<file path="config.mk">
export PLATFORM = sky130hd
export DESIGN_NAME = counter_seq_ctrl
export DESIGN_NICKNAME = d
export VERILOG_FILES = /design/src/rtl/counter_seq_ctrl.sv
export SDC_FILE = /design/constraint.sdc
export NUM_CORES = 1
export LEC_CHECK = 0
export ABC_AREA = 1
export BUFFER_PORTS_ARGS = -buffer_cell sky130_fd_sc_hd__buf_2
export CELL_PAD_IN_SITES_DETAIL_PLACEMENT = 1
export CELL_PAD_IN_SITES_GLOBAL_PLACEMENT = 1
export CORE_MARGIN = 1
export CORE_UTILIZATION = 38
export CTS_CLUSTER_DIAMETER = 200
export DETAILED_ROUTE_END_ITERATION = 12
export GPL_ROUTABILITY_DRIVEN = 0
export GPL_TIMING_DRIVEN = 1
export HOLD_SLACK_MARGIN = 0.15
export PLACE_DENSITY = 0.88
export SYNTH_ARGS = -nofsm -noshare
export SYNTH_HDL_FRONTEND = slang
export SYNTH_SLANG_ARGS = --single-unit
export TNS_END_PERCENT = 100
</file>
<file path="constraint.sdc">
create_clock -name clk -period 2.3 [get_ports clk]
set_input_delay 0 -clock clk [delete_from_list [all_inputs] [get_ports clk]]
set_output_delay 0 -clock clk [all_outputs]
set_load 0.02 [all_outputs]
</file>
<file path="src/rtl/counter_seq_ctrl.sv">
// Start/stop/clear sequencer, prescaled tick and ripple-free enables for a DIGITS-wide mod-10 chain,
// plus a valid/ready lap snapshot. Define COUNTER_SEQ_WRAP_EN to wrap at all-9s instead of stopping in DONE.
module counter_seq_ctrl #(
  parameter int DIGITS   = 4,
  parameter int PRESCALE = 10
) (
  input  logic                  clk,
  input  logic                  reset,
  input  logic                  start,
  input  logic                  stop,
  input  logic                  clear,
  input  logic                  lap,
  input  logic [4*DIGITS-1:0]   digits_in,
  output logic [DIGITS-1:0]     on,
  output logic                  ctr_reset,
  output logic [1:0]            state,
  output logic                  overflow,
  output logic                  snap_valid,
  input  logic                  snap_ready,
  output logic [4*DIGITS-1:0]   snap_data,
  output logic                  lap_miss
);

  localparam int            PW        = (PRESCALE > 1) ? $clog2(PRESCALE) : 1;
  localparam logic [PW-1:0] PRESC_MAX = PW'(PRESCALE - 1);

  typedef enum logic [1:0] {
    S_IDLE  = 2'd0,
    S_RUN   = 2'd1,
    S_PAUSE = 2'd2,
    S_DONE  = 2'd3
  } state_e;

  state_e              state_q, state_d;
  logic [PW-1:0]       presc_q, presc_d;
  logic                ctr_reset_q, ctr_reset_d;
  logic                overflow_q, overflow_d;
  logic                snap_valid_q, snap_valid_d;
  logic [4*DIGITS-1:0] snap_data_q, snap_data_d;
  logic                lap_miss_q, lap_miss_d;

  logic [DIGITS-1:0]   carry_in;
  logic                all9;
  logic                tick;
  logic                term;
  logic                snap_cap;

  // carry_in[i]: every stage below i reads 9, so stage i rolls with the tick
  always_comb begin
    logic run;
    run      = 1'b1;
    carry_in = '0;
    for (int i = 0; i < DIGITS; i++) begin
      carry_in[i] = run;
      run         = run & (digits_in[4*i +: 4] == 4'd9);
    end
    all9 = run;
  end

  assign tick = (state_q == S_RUN) && (presc_q == PRESC_MAX) && !stop && !clear;
  assign term = tick & all9;

`ifdef COUNTER_SEQ_WRAP_EN
  assign on = tick ? carry_in : '0;
`else
  // Saturate: the terminal tick is swallowed so the chain holds at all 9s
  assign on = (tick && !all9) ? carry_in : '0;
`endif

  always_comb begin
    state_d = state_q;
    presc_d = presc_q;
    case (state_q)
      S_IDLE: begin
        if (!clear && !stop && start) begin
          state_d = S_RUN;
          presc_d = '0;
        end
      end
      S_RUN: begin
        if (clear) begin
          state_d = S_IDLE;
          presc_d = '0;
        end else if (stop) begin
          state_d = S_PAUSE;
        end else begin
          presc_d = (presc_q == PRESC_MAX) ? '0 : presc_q + 1'b1;
`ifndef COUNTER_SEQ_WRAP_EN
          if (term) state_d = S_DONE;
`endif
        end
      end
      S_PAUSE: begin
        if (clear) begin
          state_d = S_IDLE;
          presc_d = '0;
        end else if (!stop && start) begin
          state_d = S_RUN;
        end
      end
      S_DONE: begin
        if (clear) begin
          state_d = S_IDLE;
          presc_d = '0;
        end
      end
      default: state_d = S_IDLE;
    endcase
  end

  always_comb begin
    ctr_reset_d  = clear;
    overflow_d   = term;
    snap_cap     = lap & (~snap_valid_q | snap_ready);
    snap_valid_d = snap_cap | (snap_valid_q & ~snap_ready);
    snap_data_d  = snap_cap ? digits_in : snap_data_q;
    lap_miss_d   = clear ? 1'b0 : (lap_miss_q | (lap & snap_valid_q & ~snap_ready));
  end

  always_ff @(posedge clk or negedge reset) begin
    if (!reset) begin
      state_q      <= S_IDLE;
      presc_q      <= '0;
      ctr_reset_q  <= 1'b1;
      overflow_q   <= 1'b0;
      snap_valid_q <= 1'b0;
      snap_data_q  <= '0;
      lap_miss_q   <= 1'b0;
    end else begin
      state_q      <= state_d;
      presc_q      <= presc_d;
      ctr_reset_q  <= ctr_reset_d;
      overflow_q   <= overflow_d;
      snap_valid_q <= snap_valid_d;
      snap_data_q  <= snap_data_d;
      lap_miss_q   <= lap_miss_d;
    end
  end

  assign state      = state_q;
  assign ctr_reset  = ctr_reset_q;
  assign overflow   = overflow_q;
  assign snap_valid = snap_valid_q;
  assign snap_data  = snap_data_q;
  assign lap_miss   = lap_miss_q;

endmodule

</file>
==> results.ini <==
[pwr]
power_frac_seq=0.433
net_load_switching_power_uw=572
share_clk_of_total_power=0.166
power.density_cell_area_mw_per_mm2=769
switching_fraction=0.406
power_report.internal_total_uw=839
power.leakage_uw=0.000945
irDropWorstVdd_mv=0.449
power_frac_comb=0.401

[routing]
routed_via_density=5.03
detail_route.drc_violations=0
drtAntennaViolNets=0
routedWlPerCell_um=17.4
vias=1262
tritonroute_pass_1_iters=4
detail_route.wirelength_mm=4.36
drtIter0Drc=32

[placed_design]
dp_hpwl_mm=2.53
place_area_mm2=0.00156
worst_case_setup_slack_after_placement_ns=0.774
io_buffers=48

[finish]
final-seq-area_um2=652
post_route_cells_drive_above_1_share=0.343
area_added_between_synthesis_and_finish_pct=44.1
num_antenna_cells=0
multiInputGateArea_um2=539
fillers=382
design.final.nets=233
post-route-cell-area_mm2=0.00183

[sta]
timing.slew.headroom=0.509
final_min_period_over_clock_period=0.797
final_hold_viol_count=0
timing_max_transition_violations_final=0
final-setup-viol-count=0
finalWorstPathRequiredPeriod_ns=1.83
final.setup_skew_ns=0.00435
finalWorstSetupSlack_ns=0.467
tightest_slew_ns=0.735
totalNegativeSetupSlack_ns=0
grt_setup_unrepaired=false
achievable-frequency_ghz=0.546

[synthesis]
yosys.cell_count.top_type=sky130_fd_sc_hd__nand2_1
synth.yosys.seq_area_share=0.512
synthTopCellsByArea=sky130_fd_sc_hd__dfrtp_1 49%, sky130_fd_sc_hd__mux2_1 11%, sky130_fd_sc_hd__nand2_1 8.3%
mappedNetlistNets=158
mappedNetlistArea_mm2=0.00127
number_of_enable_flip_flop_cells_after_synthesis=0
post_synth_xor_area_fraction=0.00688
postSynth.asyncResetShare=1.00
synth.distinct_cells=25
main_combinational_cell_family_by_area_after_synthesis=simple AND/OR/NAND/NOR gates
synth_compound_gate_area_share=0.0570
synthDominantCellAreaShare=0.492
synth.area.mux_share=0.106
synth_seq_cells=26
postSynth.topFlopCell=sky130_fd_sc_hd__dfrtp_1
syn-mean-instance-area_um2=9.57
synth_top_cell_by_area=sky130_fd_sc_hd__dfrtp_1
netlist_instances=133
synth_adder_area_share=0.0197
synth_simple_gate_area_frac=0.234
yosysWarnings=0
synth.cells.most_frequent=28 x sky130_fd_sc_hd__nand2_1, 25 x sky130_fd_sc_hd__dfrtp_1, 15 x sky130_fd_sc_hd__inv_1

[critical_path]
critPathLaunchType=flop
timing.critical_path.required_ns=2.30
cp.arrival_ns=1.83
worst_path_most_repeated_cell=sky130_fd_sc_hd__inv_1
critical_path.max_stage_delay_ns=0.43
critical_path.endpoint_type=primary output
critPathTopFamily=simple AND/OR/NAND/NOR gates
timing.critical_path.cells=inv_1 -> ha_1 -> nand3_2 -> nor2_4 -> nand2_2 -> nor2_2 -> nand2_1 -> inv_1 -> buf_2
worst_path_max_delay_cell=sky130_fd_sc_hd__dfrtp_1
worstPathBufferInverterCount=3
worst-setup-path-type=reg2out
path_max_fanout=3

[cts]
cts_tree=done
post_cts_resized=0
cts_clock_pin_slew_for_the_worst_setup_and_hold_paths_ns=0.14
cts_hold_buf=24
post_cts.repair.setup_buffers=0
cts_buffers=3
deepest_clock_path_buffer_count=2
h-tree-depth=1
cts_root_buf=sky130_fd_sc_hd__clkbuf_4
clkSinkCount=26
clock_insertion_delay_worst_skew_ns=0.32

[global_route]
global_route.overflow_total=0
number_of_antenna_violations_at_the_first_check_in_global_routing=0
gr-usage-all-layers=0.262
grt_pass1_vias=1316
grt_first_pass_wirelength_mm=6.63
grt_max_degree=27

[floorplanning]
chipWidth_um=59.9
io_pins=49
dieArea_mm2=0.00358
initial_core_util=0.410
std_cell_rows=20
core_area_mm2=0.00310
die_h_um=59.9

[outcome]
status=finished, final reports clean

[job]
max_cap_violations=0

[min_path]
min-delay-path-class=in2async

==> per-layer routing <==
layer | share of wire | up-vias | track usage
met1 | 0.43 | 636 | 0.330
li1 | - | 567 | -
met3 | 0.054 | 9 | 0.0346
met2 | 0.50 | 50 | 0.460
met4 | 0.017 | 0 | 0.0897
met5 | 0 | - | 0
==> cells by family (layout without fill, tap and decap cells) <==
kind of cell	count (synthesis)	in the layout
simple gates	59	59
flops	26	26
buf+inv	21	95
compound gates	12	12
mux	12	12
fa+ha+maj	2	2
xor+xnor	1	1
==> flip-flops by register name (all words and copies together) (netlist names) <==
name        flops
overflow        1
snap_valid      1
ctr_reset       1
state           2
presc_q         4
lap_miss        1
snap_data      16
==> stage by stage <==
stage	utilization	hold WS [ns]	instances	total power [uW]
floorplan	-	-0.296	133	958
global placement	0.502	0.0180	223	1090
detailed placement	0.502	0.0260	223	1120
CTS	0.591	0.199	251	1390
global route	0.591	0.247	251	1500
finish	0.591	0.219	251	1410
==> cells in the final DEF, fill, tap and decap left out, types with 4 or more instances in the layout <==
cell / instances
sky130_fd_sc_hd__nand3_1: 4
sky130_fd_sc_hd__inv_2: 4
sky130_fd_sc_hd__nand2_1: 28
sky130_fd_sc_hd__mux2_1: 12
sky130_fd_sc_hd__o21ai_0: 5
sky130_fd_sc_hd__dlygate4sd3_1: 24
sky130_fd_sc_hd__dfrtp_1: 25
sky130_fd_sc_hd__nor2_1: 14
sky130_fd_sc_hd__buf_2: 48
sky130_fd_sc_hd__inv_1: 15
==> power groups by stage <==
stage | clock network, uW | logic, uW | registers (uW)
after CTS | 238 | 544 | 605
after global routing | 264 | 618 | 619
after global placement | 0 | 484 | 604
final | 234 | 565 | 611
after floorplan | 0 | 279 | 679
after detailed placement | 0 | 511 | 613
==> path summary, 6_finish.rpt <==
check	from	to	slack, ns	depth (start not counted)
max	presc_q[1]	on[3]	0.47	9
min	reset	snap_data[13]	0.22	2
max reg2reg	snap_valid	snap_data[5]	0.68	3
min reg2reg	snap_data[10]	snap_data[10]	0.51	1
max in group asynchronous	reset	state[0]	1.69	2
min in group clk	clear	ctr_reset	0.39	2
==> worst register-to-register path, stage by stage (launching register included) <==
cell and delay [ns]:
sky130_fd_sc_hd__dfrtp_1 0.43, sky130_fd_sc_hd__nand2_1 0.11, sky130_fd_sc_hd__nand2_1 0.44, sky130_fd_sc_hd__mux2_1 0.52
==> final cells by class <==
class	instances	share of cell area
timing repair buffer	72	0.262
tap	44	0.0300
sequential	26	0.355
multi-input combinational	86	0.294
clock buffer	4	0.0198
inverter	19	0.0389
(Power assumes the default switching activity.)
